==> src/rtl/dec_scan_ctrl_pkg.sv <==
// dec_scan_pkg: shared mode constants and FSM state encoding for the decoder scan sequencer
package dec_scan_pkg;
  localparam logic [1:0] MODE_CONT   = 2'b00;
  localparam logic [1:0] MODE_SINGLE = 2'b01;
  localparam logic [1:0] MODE_MAN    = 2'b10;
  typedef enum logic [1:0] {IDLE, DWELL, GAP, HOLD} state_t;
endpackage

==> src/rtl/dec_scan_ctrl_if.sv <==
// dec_scan_ctrl_if: control inputs and decoder-side outputs of the scan sequencer
interface dec_scan_ctrl_if #(parameter int DIV_W = 8);
  logic             start;
  logic             stop;
  logic [1:0]       mode;
  logic [1:0]       man_sel;
  logic [DIV_W-1:0] div;
  logic             blank_gap;
  logic             en;
  logic [1:0]       a;
  logic             busy;
  logic             sweep_done;
  modport master (output start, stop, mode, man_sel, div, blank_gap, input en, a, busy, sweep_done);
  modport slave (input start, stop, mode, man_sel, div, blank_gap, output en, a, busy, sweep_done);
endinterface

==> src/rtl/dec_scan_ctrl_dwell_cnt.sv <==
// dwell_cnt: loadable down-counter timing the dwell of each scan slot
module dwell_cnt #(parameter int DIV_W = 8) (
  input  logic             clk,
  input  logic             rst_n,
  input  logic             load,
  input  logic [DIV_W-1:0] load_val,
  input  logic             dec,
  output logic             zero
);
  logic [DIV_W-1:0] cnt;
  always_ff @(posedge clk)
    if (!rst_n) cnt <= '0;
    else if (load) cnt <= load_val;
    else if (dec) cnt <= cnt - 1'b1;
  assign zero = cnt == '0;
endmodule

==> src/rtl/dec_scan_ctrl.sv <==
// dec_scan_ctrl: registered en/select sequencer strobing a 2:4 decoder in continuous, single-sweep or manual mode
module dec_scan_ctrl
  import dec_scan_pkg::*;
#(parameter int DIV_W = 8) (
  input logic             clk,
  input logic             rst_n,
  dec_scan_ctrl_if.slave  bus
);
  state_t     state, state_n;
  logic [1:0] mode_q, mode_n, a_n;
  logic       sd_n, ld, dec, zero;
  dwell_cnt #(.DIV_W(DIV_W)) u_cnt (
    .clk      (clk),
    .rst_n    (rst_n),
    .load     (ld),
    .load_val (bus.div),
    .dec      (dec),
    .zero     (zero)
  );
  always_comb begin
    state_n = state;
    mode_n  = mode_q;
    a_n     = bus.a;
    sd_n    = 1'b0;
    ld      = 1'b0;
    dec     = 1'b0;
    case (state)
      IDLE:
        if (bus.start && !bus.stop && bus.mode != 2'b11) begin
          mode_n  = bus.mode;
          a_n     = bus.mode == MODE_MAN ? bus.man_sel : 2'b00;
          state_n = bus.mode == MODE_MAN ? HOLD : DWELL;
          ld      = bus.mode != MODE_MAN;
        end
      DWELL:
        if (!zero) dec = 1'b1;
        else begin
          sd_n = bus.a == 2'b11;
          if (bus.a == 2'b11 && mode_q == MODE_SINGLE) state_n = IDLE;
          else if (bus.blank_gap) state_n = GAP;
          else begin
            a_n = bus.a + 2'd1;
            ld  = 1'b1;
          end
        end
      GAP: begin
        a_n     = bus.a + 2'd1;
        ld      = 1'b1;
        state_n = DWELL;
      end
      HOLD: a_n = bus.man_sel;
    endcase
    if (bus.stop && state != IDLE) begin
      state_n = IDLE;
      a_n     = bus.a;
      sd_n    = 1'b0;
      ld      = 1'b0;
      dec     = 1'b0;
    end
  end
  always_ff @(posedge clk)
    if (!rst_n) begin
      state          <= IDLE;
      mode_q         <= MODE_CONT;
      bus.a          <= 2'b00;
      bus.en         <= 1'b0;
      bus.busy       <= 1'b0;
      bus.sweep_done <= 1'b0;
    end else begin
      state          <= state_n;
      mode_q         <= mode_n;
      bus.a          <= a_n;
      bus.en         <= state_n == DWELL || state_n == HOLD;
      bus.busy       <= state_n != IDLE;
      bus.sweep_done <= sd_n;
    end
endmodule

==> src/flat_wrapper.sv <==
// flat-port wrapper written by rule: the top's interface ports become plain ports
module dec_scan_ctrl_flat import dec_scan_pkg::*;
#(parameter int DIV_W = 8)
  (clk, rst_n, bus_start, bus_stop, bus_mode, bus_man_sel, bus_div, bus_blank_gap, bus_en, bus_a, bus_busy, bus_sweep_done);
  dec_scan_ctrl_if #(.DIV_W(DIV_W)) bus_i ();
  input logic clk;
  input logic rst_n;
  input wire logic [$bits(bus_i.start)-1:0] bus_start;
  input wire logic [$bits(bus_i.stop)-1:0] bus_stop;
  input wire logic [$bits(bus_i.mode)-1:0] bus_mode;
  input wire logic [$bits(bus_i.man_sel)-1:0] bus_man_sel;
  input wire logic [$bits(bus_i.div)-1:0] bus_div;
  input wire logic [$bits(bus_i.blank_gap)-1:0] bus_blank_gap;
  output wire logic [$bits(bus_i.en)-1:0] bus_en;
  output wire logic [$bits(bus_i.a)-1:0] bus_a;
  output wire logic [$bits(bus_i.busy)-1:0] bus_busy;
  output wire logic [$bits(bus_i.sweep_done)-1:0] bus_sweep_done;
  assign bus_i.start = bus_start;
  assign bus_i.stop = bus_stop;
  assign bus_i.mode = bus_mode;
  assign bus_i.man_sel = bus_man_sel;
  assign bus_i.div = bus_div;
  assign bus_i.blank_gap = bus_blank_gap;
  assign bus_en = bus_i.en;
  assign bus_a = bus_i.a;
  assign bus_busy = bus_i.busy;
  assign bus_sweep_done = bus_i.sweep_done;
  dec_scan_ctrl #(.DIV_W(DIV_W)) u_core (.clk(clk), .rst_n(rst_n), .bus(bus_i));
endmodule
==> config.mk <==
export PLATFORM = sky130hd
export DESIGN_NAME = dec_scan_ctrl_flat
export DESIGN_NICKNAME = d
export VERILOG_FILES = /design/src/rtl/dec_scan_ctrl_pkg.sv /design/src/rtl/dec_scan_ctrl_if.sv /design/src/rtl/dec_scan_ctrl_dwell_cnt.sv /design/src/rtl/dec_scan_ctrl.sv /design/src/flat_wrapper.sv
export SDC_FILE = /design/constraint.sdc
export NUM_CORES = 1
export LEC_CHECK = 0
export BUFFER_PORTS_ARGS = -buffer_cell sky130_fd_sc_hd__buf_2
export CAP_MARGIN = 25
export CORE_ASPECT_RATIO = 1.25
export CORE_MARGIN = 2
export CORE_UTILIZATION = 48
export DETAILED_ROUTE_END_ITERATION = 12
export PLACE_DENSITY = 0.77
export SLEW_MARGIN = 40
export SYNTH_ARGS = -nofsm -noshare
export SYNTH_HDL_FRONTEND = slang
export SYNTH_SLANG_ARGS = --single-unit
==> constraint.sdc <==
create_clock -name clk -period 2.2 [get_ports clk]
set_input_delay 0 -clock clk [delete_from_list [all_inputs] [get_ports clk]]
set_output_delay 0 -clock clk [all_outputs]
set_load 0.05 [all_outputs]
# Word level (Yosys, flattened, before mapping)
# Index checks and enable logic that the tools add are counted.
[totals]
regBits = 17
input_bits = 17
out_inout_bits = 5
[op_classes]
addsub = 2
eq_ne = 14
n_mux = 24
bitwise_logic = 4
reduce_logical = 14
[ops]
columns = ["op", "count"]
rows = [
  ["2-bit two-way mux", 11],
  ["8-bit two-way mux", 2],
  ["2-bit equality test (second input constant)", 5],
  ["8-bit zero test", 1],
  ["1-bit two-way mux", 8],
  ["2-bit != test (second input constant)", 4],
  ["2-bit case mux with 4 select lines", 1],
  ["8-bit by 1-bit subtractor with 8-bit output (second input constant)", 1],
  ["2-bit by 1-bit equality test with 1-bit output (second input constant)", 3],
  ["2-bit case mux with 3 select lines", 1],
  ["2-bit nonzero test", 3],
  ["5-bit AND reduction", 1],
  ["1-bit logical AND", 4],
  ["2-bit by 1-bit != test with 1-bit output (second input constant)", 2],
  ["1-bit NOT", 4],
  ["4-bit OR reduction", 1],
  ["1-bit case mux with 3 select lines", 1],
  ["2-bit by 1-bit adder with 2-bit output (second input constant)", 1],
  ["2-bit zero test", 1],
  ["2-bit AND reduction", 1],
  ["1-bit zero test", 1],
  ["1-bit logical OR", 1],
]

# Depth between registers and ports, before layout
# Gate-level depths: netlist of run 1.
[depth]
word_depth = 8
mapped_depth = 9
depth_no_buf = 7

# Cells and area by module
# A second synthesis of run 1 with hierarchy kept.
[hier_totals]
cells_unflattened = 123
hier_area_um2 = 1038.5
[by_module_without_submodules]
columns = ["mod", "n_inst", "cells_each", "area_each_um2", "seq_area_each_um2"]
rows = [
  ["dec_scan_ctrl", 1, 65, 558.0, 160.2],
  ["dwell_cnt", 1, 58, 480.5, 160.2],
]

# Worst setup path after synthesis of run 1
# No wires, ideal clock.
[synth_path]
kind = "reg2reg"
startpoint = "reg u_core.u_cnt.cnt[0]"
endpoint = "reg u_core.bus.a[0]"
setup_time_ps = 125
arrival_time_ps = 2092
t_required_ps = 2075
slack_ps = -18
path_stages_with_launch = 8
path_buffers = 0
period_less_slack_ps = 2218
cell_sequence = "dfxtp_1 inv_1 ha_1 or4b_4 or4_1 a221o_1 a211oi_1 a211oi_1"
[synth_via]
elab_chain_cells = 3
[synth_rtl]
columns = ["item", "line_no", "source"]
rows = [
  ["start, declared", "dec_scan_ctrl_dwell_cnt.sv:10", "logic [DIV_W-1:0] cnt;"],
  ["start signal, assigned", "dec_scan_ctrl_dwell_cnt.sv:13", "else if (load) cnt <= load_val;"],
  ["start signal, assigned", "dec_scan_ctrl_dwell_cnt.sv:14", "else if (dec) cnt <= cnt - 1'b1;"],
  ["8-bit zero test", "dec_scan_ctrl_dwell_cnt.sv:15", "assign zero = cnt == '0;"],
  ["2-bit by 1-bit != test with 1-bit output (no line)", "--", ""],
  ["5-bit AND reduction (no line)", "--", ""],
  ["end signal, assigned", "dec_scan_ctrl.sv:72", "bus.a <= a_n;"],
  ["end, declared", "dec_scan_ctrl_if.sv:14", "modport slave (input start, stop, mode, man_sel, div, blank_gap, output en, a, busy, sweep_done);"],
]
# No other way between the ends.
# A chain may end at the register's enable or synchronous reset.

# Worst setup path after layout of run 1
# Ends and elaborated chain as after synthesis.

==> results.toml, run 1 <==
[status]
status = "finished with violations"
violations = "hold timing, setup timing"

[worst_hold_path]
worstHoldEndpoint = "u_core.u_cnt.cnt[7]"
min_from = "rst_n"
min_path_type = "in2reg"
whs_path_depth = 3

[synthesis]
synth_edf_count = 0
synth_top_cells_by_area = "dfxtp_1, ha_1, nor2_1"
synth-seq-cells = 17
syn_area_per_cell_um2 = 7.82
synth_top_area_frac = 0.325
synth_mux_area_frac = 0.0191
synthFlopType = "dfxtp_1"
synth_compound_area_frac = 0.217
synth_most_common_cell = "nor2_1"
async_reset_ff_frac = 0
synthTopCellsByCount = "nor2_1, dfxtp_1, nand2_1, inv_1"
synthXorXnorAreaFrac = 0.00835
synth_cells = 134
synthDistinctLibCells = 36
netlist_area_mm2 = 0.00105
yosys_warnings = 0
synth-simple-area-share = 0.301
synth_top_family_by_area = "simple AND/OR/NAND/NOR gates"
synth_fp_nets = 158
seq_area_frac_synth = 0.325
synth_top_area_cell = "dfxtp_1"
synth_fa_ha_area_frac = 0.0835

[timing]
fmax_ghz = 0.450
rsz0062_at_grt = "yes"
relSlewSlack = 0.730
finalSetupViolCount = 1
drv_slew = 0
worst_slew_pin_slew_ns = 0.402
period_minus_slack_ns = 2.22
hold_ws_ns = -0.00264
clock_skew_ns = 0.00877
period_share = 1.01
fin_tns_setup_ns = -0.0216
fin_ws_ns = -0.0216
hold_viol_final = 1

[clock_network]
cts.htree.levels = 1
cts.clk_slew.worst_paths_ns = 0.09
cts_root_buf = "clkbuf_4"
cts_tree = "built"
cts.sinks = 17
numCtsBuffers = 3
worstSkewPairLatency_ns = 0.31
clk_path_buf_depth = 2

[global_route]
grt_max_degree = 17
overflow = 0
grt.busiest_layer = "met2"
antenna_found_initial = 0
use_met2 = 0.376
use_met1 = 0.286
grt_pass1_vias = 1038
met3_usage = 0.0322
grt_first_pass_wirelength_mm = 4.44
grt_usage = 0.228

[critical_path]
cp_top_family = "simple AND/OR/NAND/NOR gates"
worstSetupEndpointType = "register"
timing.rr.start = "u_core.u_cnt.cnt[0]"
cp_cell_sequence = "inv_2 -> ha_4 -> or4b_4 -> or4_1 -> a221o_1 -> a211oi_2 -> a211oi_2"
critical_path.slowest_cell = "or4_1"
worstPathRequired_ns = 2.39
reg2reg_depth = 7
crit_arrival_ns = 2.42
cpMostUsedCell = "a211oi_2"
max_stage_delay_ns = 0.47
worstPathBufferInverterCount = 1
start_kind = "register"
r2r_end = "u_core.bus.a[0]"
reg2reg_slack_ns = -0.02
critPathKind = "reg2reg"
worst-path-max-fanout = 4

[run]
drv_cap = 0

[floorplan]
dieArea_mm2 = 0.00258
fp-row-count = 18
io_pins = 22
dieWidth_um = 45.8
die_h_um = 56.3
coreArea_mm2 = 0.00203
start_util = 0.517

[route]
ant_nets = 0
drc_errors = 0
first_pass_iters = 4
vias = 1105
wl_mm = 2.65
wl_per_cell_um = 13.9
drt_iter0_markers = 44
avgViaCountPerCell = 5.82

[pwr]
power_frac_seq = 0.293
ir_drop_mv = 0.716
clkPwrFrac = 0.105
comb_power_share = 0.601
p_int_w = 0.000923
p_leak_nw = 0.565
power_switching_w = 0.000745
swShare = 0.447
pwr_density_cell_mw_per_mm2 = 1240

[final_layout]
fillers = 192
drive_gt1_frac = 0.253
ff_latch_area_um2 = 343
nets = 195
area_delta_synth_final_pct = 28.4
antenna_cells = 0
multi_input_area_um2 = 688
fin_cells = 190

[placement]
dp_worst_setup_slack_ns = -0.0369
port_buffers = 21
place.gp.congestion = 0.834
dp.cells = 180
hpwl_mm = 1.88
worst min-delay path: stages:
cell and delay (ns):
buf_2 0.14, o21ai_0 0.08, a31oi_1 0.04
cells in the final DEF (no fill, tap or decap), drive strengths merged, types with 6 or more instances in the layout:
cell and count:
nor2 21, a211oi 7, nand2 11, dlygate4sd3 6, nor3 7, o21ai 6
dfxtp 17, inv 9, buf 29, ha 7
layout make-up:
| class | instances | area share |
|---|---|---|
| Clock buffer | 3 | 0.0167 |
| Clock inverter | 1 | 0.00372 |
| Inverter | 10 | 0.0279 |
| Multi-Input combinational cell | 104 | 0.511 |
| Sequential cell | 17 | 0.255 |
| Tap cell | 20 | 0.0186 |
| Timing Repair Buffer | 35 | 0.167 |
through the flow:
| stage | total power, W | utilization | instance area [um2] |
|---|---|---|---|
| 2_1_floorplan | 0.00112 | - | 1060 |
| 3_3_place_gp | 0.00139 | 0.609 | 1230 |
| 3_5_place_dp | 0.00142 | 0.609 | 1230 |
| 4_1_cts | 0.00164 | 0.661 | 1340 |
| 5_1_grt | 0.00182 | 0.664 | 1350 |
| 6_report | 0.00167 | 0.664 | 1350 |
kinds of logic (layout without fill, tap and decap cells):
group | count (synthesis) | count (layout)
flops | 17 | 17
compound gates | 33 | 33
simple gates | 61 | 61
buf+inv | 13 | 49
fa+ha+maj | 7 | 7
xor+xnor | 1 | 1
mux | 2 | 2
layer usage:
metal	part of all wire	wire length [um]
met1	0.45	1180
met2	0.50	1320
met3	0.031	81
met4	0.023	60
met5	0	0
power by group through the flow:
stage / combinational, W / sequential [W] / clock [W]
floorplan: 0.000575 / 0.000548 / 0
global placement: 0.000908 / 0.000485 / 0
detailed placement: 0.000933 / 0.000489 / 0
CTS: 0.000978 / 0.000488 / 0.000173
global route: 0.00112 / 0.000505 / 0.000189
finish: 0.00100 / 0.000490 / 0.000176
how the worst max path moves through the flow:
stage          cells after the start           startpoint               to  slack (ns)
3_3_place_gp                       7  u_core.u_cnt.cnt[1]  u_core.bus.a[0]        0.05
5_1_grt                            7  u_core.u_cnt.cnt[0]  u_core.bus.a[0]       -0.08
4_1_cts                            7  u_core.u_cnt.cnt[0]  u_core.bus.a[0]       -0.02
6_report                           7  u_core.u_cnt.cnt[0]  u_core.bus.a[0]       -0.02
3_5_place_dp                       6  u_core.u_cnt.cnt[1]  u_core.bus.a[0]       -0.04
2_1_floorplan                      7  u_core.u_cnt.cnt[0]  u_core.bus.a[0]        0.01
repair_timing:
item | CTS | global route
endpoints found under the hold margin | 6 | 0
pin swaps | 1 | 0
endpoints found under the setup margin | 2 | 4
hold buffers | 6 | 0
setup buffers | 0 | 0
gates resized for setup | 5 | 1
state kept, by name (all words and copies together) (netlist names):
signal                 flops
u_core.bus.a               2
u_core.bus.busy            1
u_core.bus.en              1
u_core.bus.sweep_done      1
u_core.mode_q              2
u_core.state               2
u_core.u_cnt.cnt           8
Power figures use the tool's default switching activity.
==> run 2: changes to the inputs <==
--- a/config.mk
+++ b/config.mk
@@ -11,6 +11,7 @@
 export CORE_MARGIN = 2
 export CORE_UTILIZATION = 48
 export DETAILED_ROUTE_END_ITERATION = 12
+export MAX_ROUTING_LAYER = met4
 export PLACE_DENSITY = 0.77
 export SLEW_MARGIN = 40
 export SYNTH_ARGS = -nofsm -noshare
==> results.toml, run 2 (synthesized netlist as in run 1, its figures left out) <==
[clock_network]
worstSkewPairLatency_ns = 0.30
cts_root_buf = "clkbuf_4"
clk_path_buf_depth = 2
cts.htree.levels = 1
cts.sinks = 17
cts_tree = "built"
numCtsBuffers = 3
cts.clk_slew.worst_paths_ns = 0.09

[route]
drc_errors = 0
drt_iter0_markers = 50
vias = 1108
wl_mm = 2.65
ant_nets = 0
avgViaCountPerCell = 5.83
wl_per_cell_um = 14.0
first_pass_iters = 4

[pwr]
power.total_w = 0.00167
p_int_w = 0.000923
swShare = 0.446
comb_power_share = 0.602
power_frac_seq = 0.294
ir_drop_mv = 0.720
power_switching_w = 0.000743
clkPwrFrac = 0.104
pwr_density_cell_mw_per_mm2 = 1240
p_leak_nw = 0.565

[critical_path]
worstPathRequired_ns = 2.39
timing.rr.start = "u_core.u_cnt.cnt[0]"
cp-startpoint = "u_core.u_cnt.cnt[0]"
worstSetupEndpointType = "register"
worst-path-max-fanout = 4
crit_arrival_ns = 2.41
start_kind = "register"
critPathKind = "reg2reg"

[floorplan]
io_pins = 22
dieWidth_um = 45.8
die_h_um = 56.3
start_util = 0.517
coreArea_mm2 = 0.00203
dieArea_mm2 = 0.00258
fp-row-count = 18

[timing]
relSlewSlack = 0.737
finalSetupViolCount = 1
clock_skew_ns = 0.00693
worst_slew_pin_slew_ns = 0.392
rsz0062_at_grt = "yes"
hold_ws_ns = 0.000568
period_share = 1.01
fin_ws_ns = -0.0214
drv_slew = 0
fmax_ghz = 0.450
hold_viol_final = 0
period_minus_slack_ns = 2.22

[status]
status = "finished with violations"
violations = "setup timing"

[placement]
place.gp.congestion = 0.846
dp_worst_setup_slack_ns = -0.0369
hpwl_mm = 1.88
dp.cells = 180
port_buffers = 21

[final_layout]
nets = 195
fillers = 192
antenna_cells = 0
drive_gt1_frac = 0.253
area_delta_synth_final_pct = 28.4
fin_cells = 190
regMostFlops = "u_core.u_cnt.cnt"
largest_register_ffs = 8
final_util = 0.664
layout_common_cells = "nor2_1, buf_2, dfxtp_1"

[global_route]
grt_pass1_vias = 1036
grt_max_degree = 17
grt_usage = 0.234
overflow = 0
grt_first_pass_wirelength_mm = 4.44
antenna_found_initial = 0

[worst_hold_path]
min_from = "rst_n"
min_path_type = "in2reg"

[run]
drv_cap = 0
[run 2: cell counts in the layout (fill, tap and decap cells not counted)]
Identical to the previous run, type by type.
[run 2: cell type report]
cell class,count,area [um2],area share
clock buffers,3,22.5,0.0167
clock inverters,1,5.00,0.00372
inverters,10,37.5,0.0279
multi-input cells,104,688,0.511
flip-flops and latches,17,343,0.255
well taps,20,25.0,0.0186
repair buffers,35,225,0.167
[run 2: final timing paths]
kind | to | slack, ns | depth (start not counted)
setup / recovery | u_core.bus.a[0] | -0.02 | 7
hold / removal | u_core.u_cnt.cnt[7] | 0.0006 | 3
setup reg to reg | u_core.bus.a[0] | -0.02 | 7
hold reg to reg | u_core.mode_q[0] | 0.50 | 2
[run 2: routing by layer]
layer,vias up,track usage,part of all wire
met4,0,0.0939,0.023
met3,7,0.0322,0.034
met2,31,0.376,0.49
met1,505,0.286,0.45
met5,-,-,0
li1,565,-,-
[run 2: worst max-delay path, stage by stage (launching register included)]
cell,delay (ns)
dfxtp_2,0.33
inv_2,0.08
ha_4,0.13
or4b_4,0.45
or4_1,0.47
a221o_1,0.38
a211oi_2,0.20
a211oi_2,0.07
[run 2: per-stage QoR]
step / area (um2) / TNS [ns]
3_5_place_dp: 1230 / -0.0369
5_1_grt: 1350 / -0.274
6_report: 1350 / -0.0214
4_1_cts: 1340 / -0.0165
2_1_floorplan: 1060 / 0
3_3_place_gp: 1230 / 0
[run 2: power by group through the flow]
stage	registers, W	clock network (W)	logic, W
3_3_place_gp	0.000485	0	0.000908
3_5_place_dp	0.000489	0	0.000933
2_1_floorplan	0.000548	0	0.000575
5_1_grt	0.000505	0.000189	0.00112
6_report	0.000490	0.000173	0.00100
4_1_cts	0.000488	0.000173	0.000978
[run 2: timing repair]
item	CTS	global route
buffers inserted	0	0
setup endpoints to repair	2	4
pin swaps	1	0
hold endpoints to repair	6	0
hold buffers	6	0
gates resized for setup	5	1
==> run 3: changes to the inputs <==
--- a/config.mk
+++ b/config.mk
@@ -8,11 +8,11 @@
 export BUFFER_PORTS_ARGS = -buffer_cell sky130_fd_sc_hd__buf_2
 export CAP_MARGIN = 25
 export CORE_ASPECT_RATIO = 1.25
-export CORE_MARGIN = 2
-export CORE_UTILIZATION = 48
+export CORE_MARGIN = 10
+export CORE_UTILIZATION = 53
 export DETAILED_ROUTE_END_ITERATION = 12
 export MAX_ROUTING_LAYER = met4
-export PLACE_DENSITY = 0.77
+export PLACE_DENSITY = 0.81
 export SLEW_MARGIN = 40
 export SYNTH_ARGS = -nofsm -noshare
 export SYNTH_HDL_FRONTEND = slang
==> constraint.sdc (replaced) <==
create_clock -name clk -period 2.7 [get_ports clk]
set_input_delay 0 -clock clk [delete_from_list [all_inputs] [get_ports clk]]
set_output_delay 0 -clock clk [all_outputs]
set_load 0.05 [all_outputs]
==> results.toml, run 3 (synthesized netlist as in run 1, its figures left out) <==
[status]
status = "finished clean"

[route]
wl_per_cell_um = 14.1
vias = 1074
drt_iter0_markers = 47
wl_mm = 2.56
ant_nets = 0
first_pass_iters = 4
drc_errors = 0
avgViaCountPerCell = 5.90

[critical_path]
worstPathRequired_ns = 2.89
critPathKind = "reg2reg"
reg2reg_slack_ns = 0.35
reg2reg_depth = 7
cp-startpoint = "u_core.u_cnt.cnt[0]"
cpMostUsedCell = "a211oi_1"
worst-path-max-fanout = 6
endpoint = "u_core.bus.a[0]"
worstSetupEndpointType = "register"
cp_cell_sequence = "inv_1 -> ha_1 -> or4b_4 -> or4_1 -> a221o_1 -> a211oi_1 -> a211oi_1"
critical_path.slowest_cell = "or4b_4"
timing.rr.start = "u_core.u_cnt.cnt[0]"
cp_top_family = "simple AND/OR/NAND/NOR gates"
worstPathBufferInverterCount = 1
crit_cells = 7
max_stage_delay_ns = 0.52
r2r_end = "u_core.bus.a[0]"
start_kind = "register"
crit_arrival_ns = 2.55

[floorplan]
fp-row-count = 17
coreArea_mm2 = 0.00183
dieArea_mm2 = 0.00417
dieWidth_um = 59.8
io_pins = 22
die_h_um = 69.7
start_util = 0.573

[timing]
period_share = 0.871
period_minus_slack_ns = 2.35
fin_tns_setup_ns = 0
fmax_ghz = 0.425
worst_slew_pin_slew_ns = 0.746
relSlewSlack = 0.496
clock_skew_ns = 0.00500
finalSetupViolCount = 0
hold_viol_final = 0
rsz0062_at_grt = "no"
drv_slew = 0

[global_route]
grt_usage = 0.131
antenna_found_initial = 0
grt_first_pass_wirelength_mm = 4.46
grt_max_degree = 17
grt_pass1_vias = 1043
overflow = 0

[pwr]
comb_power_share = 0.542
swShare = 0.458
power_switching_w = 0.000551
p_int_w = 0.000652
p_leak_nw = 0.525
power_frac_seq = 0.340
ir_drop_mv = 0.586
pwr_density_cell_mw_per_mm2 = 954
clkPwrFrac = 0.118

[final_layout]
area_delta_synth_final_pct = 20.3
ff_latch_area_um2 = 340
nets = 188
multi_input_area_um2 = 659
antenna_cells = 0
regMostFlops = "u_core.u_cnt.cnt"
layout_common_cells = "nor2_1, buf_2, dfxtp_1"
drive_gt1_frac = 0.172
final_util = 0.689
fillers = 164
largest_register_ffs = 8
fin_area_mm2 = 0.00126

[placement]
placed_area_mm2 = 0.00117
port_buffers = 21
hpwl_mm = 1.92
place.gp.congestion = 0.873

[clock_network]
worstSkewPairLatency_ns = 0.30
numCtsBuffers = 3
clk_path_buf_depth = 2
cts.htree.levels = 1
cts_resized = 0
cts.clk_slew.worst_paths_ns = 0.11
cts_tree = "built"
cts_root_buf = "clkbuf_4"
cts.sinks = 17

[run]
drv_cap = 0

[worst_hold_path]
min_path_type = "in2reg"
[run 3: cell count changes in the layout (fill, tap and decap cells not counted), sizes merged]
cell,before,now
buf,29,22
[run 3: tightest hold or removal path: stages]
cell and delay [ns]:
buf_2 0.14, o21ai_0 0.08, a31oi_1 0.04
[run 3: per-layer routing]
| layer | GRT usage | routed length (um) |
|---|---|---|
| met5 | - | 0 |
| met4 | 0.0572 | 38 |
| met3 | 0.0274 | 152 |
| met2 | 0.210 | 1240 |
| met1 | 0.150 | 1130 |
[run 3: cell type report]
cell class,instances,share of cell area
repair buffers,28,0.137
flip-flops and latches,17,0.270
well taps,19,0.0188
inverters,10,0.0298
multi-input cells,104,0.523
clock inverters,1,0.00397
clock buffers,3,0.0179
[run 3: power by group through the flow]
stage	clock network (W)	logic (W)	registers, W
final	0.000142	0.000652	0.000409
after global routing	0.000159	0.000739	0.000418
after CTS	0.000145	0.000648	0.000406
after detailed placement	0	0.000638	0.000411
after global placement	0	0.000627	0.000405
after floorplan	0	0.000463	0.000445
[run 3: worst min path at each step]
stage / from / end / slack, ns / cells after the start
after detailed placement: bus_div[2] / u_core.u_cnt.cnt[2] / 0.30 / 3
after global routing: bus_man_sel[1] / u_core.bus.a[1] / 0.02 / 3
after CTS: rst_n / u_core.u_cnt.cnt[7] / 0.002 / 3
after global placement: bus_div[0] / u_core.u_cnt.cnt[0] / 0.29 / 3
final: rst_n / u_core.u_cnt.cnt[7] / 0.007 / 3
after floorplan: rst_n / u_core.u_cnt.cnt[7] / 0.14 / 2
[run 3: what timing repair did]
action	4_1_cts	5_1_grt
endpoints found under the hold margin	6	0
setup buffers	0	0
hold buffers	6	0
endpoints found under the setup margin	0	0
[run 3: per-stage QoR]
step / worst slack (ns) / hold WS [ns] / total power [W] / std cells
detailed placement: 0.362 / 0.300 / 0.00105 / 172
global placement: 0.421 / 0.288 / 0.00103 / 172
finish: 0.348 / 0.00665 / 0.00120 / 182
floorplan: 0.482 / 0.138 / 0.000908 / 134
global route: 0.223 / 0.0175 / 0.00132 / 182
CTS: 0.342 / 0.00153 / 0.00120 / 182
